===== config.mk =====
export PLATFORM = sky130hd
export DESIGN_NAME = wm_cycle_ctrl
export DESIGN_NICKNAME = d
export VERILOG_FILES = /design/src/rtl/wm_pkg.sv /design/src/rtl/wm_phase_timer.sv /design/src/rtl/wm_cycle_ctrl.sv
export SDC_FILE = /design/constraint.sdc
export NUM_CORES = 1
export LEC_CHECK = 0
export CORE_MARGIN = 2
export CORE_UTILIZATION = 30
export CTS_BUF_LIST = sky130_fd_sc_hd__clkbuf_8
export DETAILED_ROUTE_END_ITERATION = 8
export GPL_ROUTABILITY_DRIVEN = 0
export GPL_TIMING_DRIVEN = 1
export PLACE_DENSITY = 0.54
export SLEW_MARGIN = 20
export SYNTH_ARGS = -nofsm -noshare
export SYNTH_HDL_FRONTEND = slang
export SYNTH_HIERARCHICAL = 1
export SYNTH_SLANG_ARGS = --single-unit

===== constraint.sdc =====
create_clock -name clk -period 3.8 [get_ports clk]
set_input_delay 0.76 -clock clk [delete_from_list [all_inputs] [get_ports clk]]
set_output_delay 0.76 -clock clk [all_outputs]
set_load 0.005 [all_outputs]

===== src/rtl/wm_pkg.sv =====
`default_nettype none
// ============================================================================
//  Module      : wm_pkg
//  Description : Shared types and constants for the washing-machine program
//                controller: phase state encoding, program mode codes and
//                the quick-mode duration helper.
//  Revision    : 1.0  initial release
// ============================================================================
package wm_pkg;

    // Phase encoding is visible on the phase output, so values are fixed.
    typedef enum logic [2:0] {
        IDLE  = 3'd0,
        FILL  = 3'd1,
        WASH  = 3'd2,
        RINSE = 3'd3,
        SPIN  = 3'd4,
        DONE  = 3'd5
    } wm_state_t;

    localparam logic [1:0] MODE_NORMAL = 2'd0;
    localparam logic [1:0] MODE_QUICK  = 2'd1;
    localparam logic [1:0] MODE_SPIN   = 2'd2;

    // Quick programs halve WASH/RINSE but never drop a phase to zero length.
    function automatic int quick_cycles(input int d);
        return ((d >> 1) >= 1) ? (d >> 1) : 1;
    endfunction

endpackage
`default_nettype wire


===== src/rtl/wm_phase_timer.sv =====
`default_nettype none
// ============================================================================
//  Module      : wm_phase_timer
//  Description : Down-counting phase timer. Loads a start value, counts down
//                once per cycle unless held, and stops at zero.
//  Ports       : clk, reset (sync, active-high)
//                load / load_val : load start value (has priority over hold)
//                hold            : freeze the count for this cycle
//                count           : current count
//                zero            : count == 0
//  Revision    : 1.0  initial release
// ============================================================================
module wm_phase_timer #(
    parameter int CNT_W = 16
) (
    input  logic             clk,
    input  logic             reset,
    input  logic             load,
    input  logic [CNT_W-1:0] load_val,
    input  logic             hold,
    output logic [CNT_W-1:0] count,
    output logic             zero
);

    localparam logic [CNT_W-1:0] c_one = {{(CNT_W-1){1'b0}}, 1'b1};

    logic [CNT_W-1:0] r_count;

    always_ff @(posedge clk) begin
        if (reset) begin
            r_count <= '0;
        end else if (load) begin
            r_count <= load_val;
        end else if (!hold && (r_count != '0)) begin
            r_count <= r_count - c_one;
        end
    end

    assign count = r_count;
    assign zero  = (r_count == '0);

endmodule
`default_nettype wire


===== src/rtl/wm_cycle_ctrl.sv =====
`default_nettype none
// ============================================================================
//  Module      : wm_cycle_ctrl
//  Description : Washing-machine program controller. Runs
//                FILL -> WASH -> N_RINSE x RINSE -> SPIN -> DONE with per-phase
//                cycle timers, pause/resume with a frozen timer, and
//                normal / quick / spin-only programs.
//  Ports       : clk, reset (sync, active-high)
//                start_button, pause_button : debounced level inputs
//                mode [1:0]   : program, sampled only when a program starts
//                out          : done flag (DONE phase)
//                water_valve, motor_on, spin_on : actuators, off while paused
//                door_lock    : held through every active phase incl. pause
//                paused       : active phase is frozen
//                phase [2:0]  : current phase code
//                rinse_left [3:0] : rinse passes remaining incl. current one
//  Revision    : 1.0  initial release
// ============================================================================
module wm_cycle_ctrl
    import wm_pkg::*;
#(
    parameter int CNT_W        = 16,
    parameter int FILL_CYCLES  = 32,
    parameter int WASH_CYCLES  = 64,
    parameter int RINSE_CYCLES = 32,
    parameter int N_RINSE      = 2,
    parameter int SPIN_CYCLES  = 48
) (
    input  logic       clk,
    input  logic       reset,
    input  logic       start_button,
    input  logic       pause_button,
    input  logic [1:0] mode,
    output logic       out,
    output logic       water_valve,
    output logic       motor_on,
    output logic       spin_on,
    output logic       door_lock,
    output logic       paused,
    output logic [2:0] phase,
    output logic [3:0] rinse_left
);

    // ------------------------------------------------------------------
    // Elaboration-time parameter sanity
    // ------------------------------------------------------------------
    localparam longint c_cnt_lim = longint'(1) << CNT_W;

    generate
        if (FILL_CYCLES < 1 || longint'(FILL_CYCLES) >= c_cnt_lim ||
            WASH_CYCLES < 1 || longint'(WASH_CYCLES) >= c_cnt_lim ||
            RINSE_CYCLES < 1 || longint'(RINSE_CYCLES) >= c_cnt_lim ||
            SPIN_CYCLES < 1 || longint'(SPIN_CYCLES) >= c_cnt_lim ||
            N_RINSE < 1 || N_RINSE > 15) begin : g_param_check
            $error("wm_cycle_ctrl: phase cycle counts or N_RINSE out of range");
        end
    endgenerate

    // Timer load values are duration-1: a phase of D cycles sees D-1 .. 0.
    localparam logic [CNT_W-1:0] c_fill_ld    = CNT_W'(FILL_CYCLES - 1);
    localparam logic [CNT_W-1:0] c_wash_ld    = CNT_W'(WASH_CYCLES - 1);
    localparam logic [CNT_W-1:0] c_rinse_ld   = CNT_W'(RINSE_CYCLES - 1);
    localparam logic [CNT_W-1:0] c_spin_ld    = CNT_W'(SPIN_CYCLES - 1);
    localparam logic [CNT_W-1:0] c_wash_q_ld  = CNT_W'(quick_cycles(WASH_CYCLES) - 1);
    localparam logic [CNT_W-1:0] c_rinse_q_ld = CNT_W'(quick_cycles(RINSE_CYCLES) - 1);
    localparam logic [3:0]       c_n_rinse    = 4'(N_RINSE);
    localparam logic [3:0]       c_rinse_one  = 4'd1;

    // ------------------------------------------------------------------
    // State and datapath registers
    // ------------------------------------------------------------------
    wm_state_t  r_state;
    logic [1:0] r_mode;
    logic [3:0] r_rinse_left;
    logic       r_paused;
    logic       r_out;
    logic       r_water_valve;
    logic       r_motor_on;
    logic       r_spin_on;
    logic       r_door_lock;

    wm_state_t        w_state_next;
    logic [1:0]       w_mode_next;
    logic [3:0]       w_rinse_next;
    logic             w_paused_next;
    logic             w_active_next;
    logic             w_load;
    logic [CNT_W-1:0] w_load_val;
    logic             w_expire;
    logic             w_quick;
    logic             w_zero;
    logic [CNT_W-1:0] w_timer_count;
    logic             w_unused_count;

    // ------------------------------------------------------------------
    // Phase timer: frozen on paused cycles so the remaining count survives
    // ------------------------------------------------------------------
    wm_phase_timer #(
        .CNT_W (CNT_W)
    ) u_timer (
        .clk      (clk),
        .reset    (reset),
        .load     (w_load),
        .load_val (w_load_val),
        .hold     (r_paused),
        .count    (w_timer_count),
        .zero     (w_zero)
    );

    // Only the zero flag steers the sequencer; the raw count is not needed.
    assign w_unused_count = ^w_timer_count;

    assign w_quick  = (r_mode == MODE_QUICK);
    // A paused cycle never ends a phase, even when the timer is already 0.
    assign w_expire = w_zero && !r_paused;

    // ------------------------------------------------------------------
    // FSM state register
    // ------------------------------------------------------------------
    always_ff @(posedge clk) begin
        if (reset) begin
            r_state <= IDLE;
        end else begin
            r_state <= w_state_next;
        end
    end

    // ------------------------------------------------------------------
    // Next-state, timer load and rinse bookkeeping
    // ------------------------------------------------------------------
    always_comb begin
        w_state_next = r_state;
        w_mode_next  = r_mode;
        w_rinse_next = r_rinse_left;
        w_load       = 1'b0;
        w_load_val   = '0;

        case (r_state)
            IDLE: begin
                if (start_button) begin
                    w_mode_next = mode;
                    w_load      = 1'b1;
                    if (mode == MODE_SPIN) begin
                        w_state_next = SPIN;
                        w_load_val   = c_spin_ld;
                        w_rinse_next = '0;
                    end else begin
                        w_state_next = FILL;
                        w_load_val   = c_fill_ld;
                        w_rinse_next = c_n_rinse;
                    end
                end
            end
            FILL: begin
                if (w_expire) begin
                    w_state_next = WASH;
                    w_load       = 1'b1;
                    w_load_val   = w_quick ? c_wash_q_ld : c_wash_ld;
                end
            end
            WASH: begin
                if (w_expire) begin
                    w_state_next = RINSE;
                    w_load       = 1'b1;
                    w_load_val   = w_quick ? c_rinse_q_ld : c_rinse_ld;
                end
            end
            RINSE: begin
                if (w_expire) begin
                    w_load = 1'b1;
                    if (r_rinse_left > c_rinse_one) begin
                        w_rinse_next = r_rinse_left - c_rinse_one;
                        w_load_val   = w_quick ? c_rinse_q_ld : c_rinse_ld;
                    end else begin
                        w_state_next = SPIN;
                        w_rinse_next = '0;
                        w_load_val   = c_spin_ld;
                    end
                end
            end
            SPIN: begin
                if (w_expire) begin
                    w_state_next = DONE;
                end
            end
            DONE: begin
                if (!start_button) begin
                    w_state_next = IDLE;
                end
            end
            default: begin
                w_state_next = IDLE;
            end
        endcase
    end

    assign w_active_next = (w_state_next == FILL) || (w_state_next == WASH) ||
                           (w_state_next == RINSE) || (w_state_next == SPIN);
    // Pause is only meaningful in an active phase; IDLE/DONE ignore it.
    assign w_paused_next = pause_button && w_active_next;

    // ------------------------------------------------------------------
    // Registered outputs, decoded from the next state and pause so they
    // line up with the state they describe.
    // ------------------------------------------------------------------
    always_ff @(posedge clk) begin
        if (reset) begin
            r_mode        <= MODE_NORMAL;
            r_rinse_left  <= '0;
            r_paused      <= 1'b0;
            r_out         <= 1'b0;
            r_water_valve <= 1'b0;
            r_motor_on    <= 1'b0;
            r_spin_on     <= 1'b0;
            r_door_lock   <= 1'b0;
        end else begin
            r_mode        <= w_mode_next;
            r_rinse_left  <= w_rinse_next;
            r_paused      <= w_paused_next;
            r_out         <= (w_state_next == DONE);
            r_water_valve <= (w_state_next == FILL) && !w_paused_next;
            r_motor_on    <= ((w_state_next == WASH) || (w_state_next == RINSE)) && !w_paused_next;
            r_spin_on     <= (w_state_next == SPIN) && !w_paused_next;
            r_door_lock   <= w_active_next;
        end
    end

    assign out         = r_out;
    assign water_valve = r_water_valve;
    assign motor_on    = r_motor_on;
    assign spin_on     = r_spin_on;
    assign door_lock   = r_door_lock;
    assign paused      = r_paused;
    assign phase       = r_state;
    assign rinse_left  = r_rinse_left;

endmodule
`default_nettype wire


### Word-level counts from Yosys, hierarchy flattened

Cells that the tools add are included.

| cells by class | value |
|---|---|
| $add $sub $neg | 2 |
| $mul | 0 |
| divide/modulo/power cells | 0 |
| magnitude comparators | 1 |
| equality and inequality tests | 14 |
| shifts and indexed selects | 0 |
| multiplexer cells | 28 |
| bitwise logic cells | 0 |
| reduce and logical (&&, ||, !) cells | 20 |

Operators with widths:

| cell | number |
|---|---|
| 6-bit 2-to-1 mux | 6 |
| 16-bit 2-to-1 mux | 2 |
| 3-bit 2-to-1 mux | 8 |
| 6-bit one-hot mux with 4 select lines | 1 |
| 3-bit one-hot mux with 6 select lines | 1 |
| 16-bit logical NOT | 1 |
| 16-bit nonzero test | 1 |
| 16-bit by 1-bit subtractor with 16-bit output (second input constant) | 1 |
| 3-bit by 2-bit equality test with 1-bit output (second input constant) | 4 |
| 3-bit equality test (second input constant) | 4 |
| 4-bit 2-to-1 mux | 3 |
| 5-bit 2-to-1 mux | 2 |
| 4-bit one-hot mux with 2 select lines | 1 |
| 3-bit by 1-bit equality test with 1-bit output (second input constant) | 2 |
| 1-bit logical AND | 6 |
| 4-bit by 1-bit greater-than comparator with 1-bit output (second input constant) | 1 |
| 1-bit logical OR | 4 |
| 2-bit != test (second input constant) | 2 |
| 2-bit nonzero test | 2 |
| 4-bit by 1-bit subtractor with 4-bit output (second input constant) | 1 |
| 3-bit logical NOT | 1 |
| 3-bit AND reduction | 1 |
| 3-bit OR reduction | 1 |
| 2-bit by 1-bit equality test with 1-bit output (second input constant) | 1 |
| 6 further kinds | 8 |

| word-level totals | value |
|---|---|
| flip-flop bits (word level) | 31 |
| bits in latches | 0 |
| bits in writable memories | 0 |
| bits in read-only memories | 0 |
| bits of input ports | 6 |
| output and inout bits | 13 |
| memories kept | 0 |

### Longest topological paths before layout

Gate-level depths: netlist of run 1.

| logic depth | value |
|---|---|
| depth in word-level cells | 11 |
| mapped depth | 13 |
| depth with buffers taken out | 11 |

### Cells and area by module

The synthesis of run 1 kept the hierarchy.

By module, submodules not included:

| module | instances | cells an instance | area an instance (µm²) |
|---|---|---|---|
| wm_phase_timer | 1 | 127 | 1053.5 |
| wm_cycle_ctrl | 1 | 99 | 834.6 |

### Worst setup path after synthesis of run 1

OpenSTA, ideal clock, no wires.

| timing path | value |
|---|---|
| path kind | register to register |
| start point | register u_timer.r_count[0], in the netlist u_timer/count[0] |
| end point | register u_timer.r_count[4], in the netlist u_timer/count[4] |
| setup time | 0.095 ns |
| data arrival time | 2.736 ns |
| path slack | 0.969 ns |
| stages on the path, launching flop included | 13 |
| period minus slack after synthesis | 2.831 ns |
| cells stage by stage | dfxtp_1 inv_1 ha_1 or4b_1 buf_2 nor4_1 nand2b_1 nor2_1 o21ai_0 o21ai_0 dlygate4sd1_1 a21oi_1 a221oi_1 |

| on the way | value |
|---|---|
| longest elaborated chain between the ends | 5 |
| elaborated cells on any way between the ends | 14 |
| classes of those cells | 1 x add/sub; 8 x mux; 5 x reduce/logical |

Ends and longest elaborated chain:

| item | line | source |
|---|---|---|
| from (decl) | wm_phase_timer.sv:27 | `logic [CNT_W-1:0] r_count;` |
| from (signal assigned) | wm_phase_timer.sv:33 | `r_count <= load_val;` |
| from (signal assigned) | wm_phase_timer.sv:35 | `r_count <= r_count - c_one;` |
| 16-bit logical NOT * | wm_phase_timer.sv:40 | `assign zero = (r_count == '0);` |
| net w_zero | wm_cycle_ctrl.sv:91 | `logic w_zero;` |
| 1-bit logical AND * | wm_cycle_ctrl.sv:115 | `assign w_expire = w_zero && !r_paused;` |
| 1-bit 2-to-1 mux * | wm_cycle_ctrl.sv:155, wm_cycle_ctrl.sv:162, wm_cycle_ctrl.sv:169 |  |
| 1-bit one-hot mux with 2 select lines * | wm_cycle_ctrl.sv:138 | `case (r_state)` |
| net w_load | wm_cycle_ctrl.sv:87 | `logic w_load;` |
| 16-bit 2-to-1 mux or 2-bit nonzero test (tied branches) | -- |  |

Mark *: on every way through the listed nets, which the timed path passes. The rest lies on a longest branch. The select of a mux whose other input is x is not followed.
A chain may end at the register's enable or synchronous reset.

### Worst setup path in the final report of run 1

| timing path | value |
|---|---|
| start point | register u_timer.r_count[0], in the netlist u_timer/count[0] |
| end point | register u_timer.r_count[3], in the netlist u_timer/count[3] |

The elaborated chain is that of the path after synthesis.

==> reports/metrics.csv, run 1 <==
metric;value;unit
die footprint;6940;sq um
Syn Area/Cell;8.35;sq um
Final Max Tran Viols;0;
Port Buffers;18;
leading cell type in the layout, fill and taps excluded;dfxtp_1;
RSZ-0062 raised after global routing;false;
CTS tree;done;
P_leak;0.802;nW
post-route ant nets;0;
Worst EP arrival;3.51;ns
status;completed;
H-tree level count;2;
Die W;83.3;um
cells after synthesis;226;
reg2reg start;u_timer/count[0];
first-pass GRT wire length;7490;um
HPWL Detailed;2990;um
Max VDD drop;0.211;mV
nets;256;
antenna violations before repair;0;
Worst-Skew Late Latency;0.29;ns
Post-synth EDFFs;0;
Die H;83.3;um
# rows;28;
share of layout cells above drive strength 1;0.0927;
hold path start;r_mode[1];
routed via count;1701;
gr usage total;0.129;
area grow syn2layout;18.0;%
DRC Markers;0;
Worst setup EP type;flop;
Synth Cell Area;1890;sq um
clk sink count;31;
ys flop type;dfxtp_1;
Pwr Density;478;nW/um^2
CTS Buffer Depth;2;
Resized cells post-CTS;0;
final setup vio count;0;
largest net degree at the start of global routing;23;
Detailed Route Iter0 Violations;80;
via/cell ratio;5.27;
Slew @ Worst Pin;0.893;ns
# IOs;19;
worst setup path category;reg2reg;
Root Driver;clkbuf_8;
most frequent cells in the layout;dfxtp_1 (31), nor2_1 (29), clkdlybuf4s50_1 (18);
effective utilization at floorplan;0.315;
ys async rst share;0;
Final Hold Vio Count;0;
Worst Clk Skew;0.00771;ns
CP Launch Point;u_timer/count[0];
overall routed net length;4260;um
CORE AREA;5990;sq um
grt total ovfl;0;
WP data required;3.97;ns
Fmax;0.300;GHz
Worst Hold Class;reg2reg;
Final Util;0.372;
Setup TNS;0;ns
Setup crit start kind;flop;
Comb power frac;0.286;
clock power share;0.322;
flops & latches, synth;31;
Worst slew margin;0.399;
CTS buffer count;5;
n_diodes;0;
routed wire length per instance;13.2;um
post-CTS setup buffer count;0;
Max FO, Critical Path;22;
Final Cycle Share;0.878;
Reg power frac;0.392;
max_cap viols;0;
register area share after synthesis;0.329;
vias in the first global route;1650;
warnings from Yosys;6;
DRT Pass-1 Iters;4;
Post-CTS Hold Fix Bufs;0;
NetSw;349;uW
Final min period;3.34;ns
switch share;0.328;
Cell variety after synth;59;
internal power;716;uW
Worst-path clk slew;0.07;ns
-- cells by family after synthesis --
logic type | share of synthesized area
simple gates | 0.325
other cells | 0.00199
buf+inv | 0.0795
compound gates | 0.235
flops | 0.329
fa+ha+maj | 0.0199
mux | 0.0106
-- cells in the mapped netlist (4+ instances only) --
cell type | instances | area share
or4_1 | 8 | 0.032
clkbuf_1 | 6 | 0.012
inv_1 | 13 | 0.026
nor2_1 | 29 | 0.058
o41ai_1 | 4 | 0.019
or3_1 | 4 | 0.013
nor3_1 | 7 | 0.019
o21ai_0 | 14 | 0.037
a311oi_1 | 10 | 0.046
dfxtp_1 | 31 | 0.33
nor2b_1 | 4 | 0.013
nand3_1 | 5 | 0.013
nand2_1 | 5 | 0.0099
a21oi_1 | 9 | 0.024
nor4_1 | 10 | 0.033
o31ai_1 | 5 | 0.020
-- per-layer routing --
| layer | vias up | share of wire | track usage |
|---|---|---|---|
| met5 | - | 0 | 0 |
| li1 | 888 | - | - |
| met3 | 5 | 0.040 | 0.0308 |
| met4 | 0 | 0.0094 | 0.0402 |
| met2 | 31 | 0.46 | 0.214 |
| met1 | 777 | 0.49 | 0.164 |
-- cell type report --
cell class | count | area, sq um
Fill cell | 634 | 3760
Multi-Input combinational cell | 176 | 1150
Sequential cell | 31 | 621
Timing Repair Buffer | 20 | 195
Tap cell | 75 | 93.8
Clock buffer | 6 | 82.6
Inverter | 13 | 48.8
Clock inverter | 2 | 35.0
-- final timing paths --
path / endpoint / slack (ns) / depth (start not counted)
hold reg to reg: r_mode[1] / 0.50 / 2
setup reg to reg: u_timer/count[3] / 0.46 / 11
setup / recovery: u_timer/count[3] / 0.46 / 11
hold / removal: r_mode[1] / 0.50 / 2
-- state kept, by name, indices dropped and copies added (netlist names) --
| register | count |
|---|---|
| phase | 3 |
| spin_on | 1 |
| out | 1 |
| paused | 1 |
| rinse_left | 4 |
| water_valve | 1 |
| motor_on | 1 |
| door_lock | 1 |
| r_mode | 2 |
| u_timer/count | 16 |
-- power groups by stage --
stage	sequential (mW)	clock [mW]	combinational, mW
floorplan	0.408	0	0.254
global placement	0.425	0	0.302
detailed placement	0.423	0	0.303
CTS	0.416	0.355	0.305
global route	0.426	0.362	0.347
finish	0.418	0.342	0.305
-- metrics by stage --
step           instances  setup WS [ns]  area [sq um]  hold slack [ns]  power (mW)
3_3_place_gp         315          0.640          2110            0.477       0.726
2_1_floorplan        235          0.969          1920            0.452       0.662
5_1_grt              323         0.0255          2230            0.535        1.13
6_report             323          0.463          2230            0.498        1.06
4_1_cts              323          0.467          2230            0.507        1.08
3_5_place_dp         315          0.517          2110            0.489       0.726
-- worst max-delay path, stage by stage (launching register included) --
cell and delay [ns]:
dfxtp_1 0.33, inv_1 0.08, ha_1 0.21, or4b_1 0.56, nor4_1 0.60, nand2b_1 0.15, nor2_1 0.15, o21ai_0 0.14
o21ai_0 0.14, inv_1 0.33, and4_1 0.31, a2111oi_2 0.21
Power figures use the tool's default switching activity.
==> run 2: changes to the inputs <==
--- a/config.mk
+++ b/config.mk
@@ -9,7 +9,7 @@
 export CORE_UTILIZATION = 30
 export CTS_BUF_LIST = sky130_fd_sc_hd__clkbuf_8
 export DETAILED_ROUTE_END_ITERATION = 8
-export GPL_ROUTABILITY_DRIVEN = 0
+export GPL_ROUTABILITY_DRIVEN = 1
 export GPL_TIMING_DRIVEN = 1
 export PLACE_DENSITY = 0.54
 export SLEW_MARGIN = 20
==> results of run 2 <==
Final layout, timing and power as in run 1 (identical DEF).
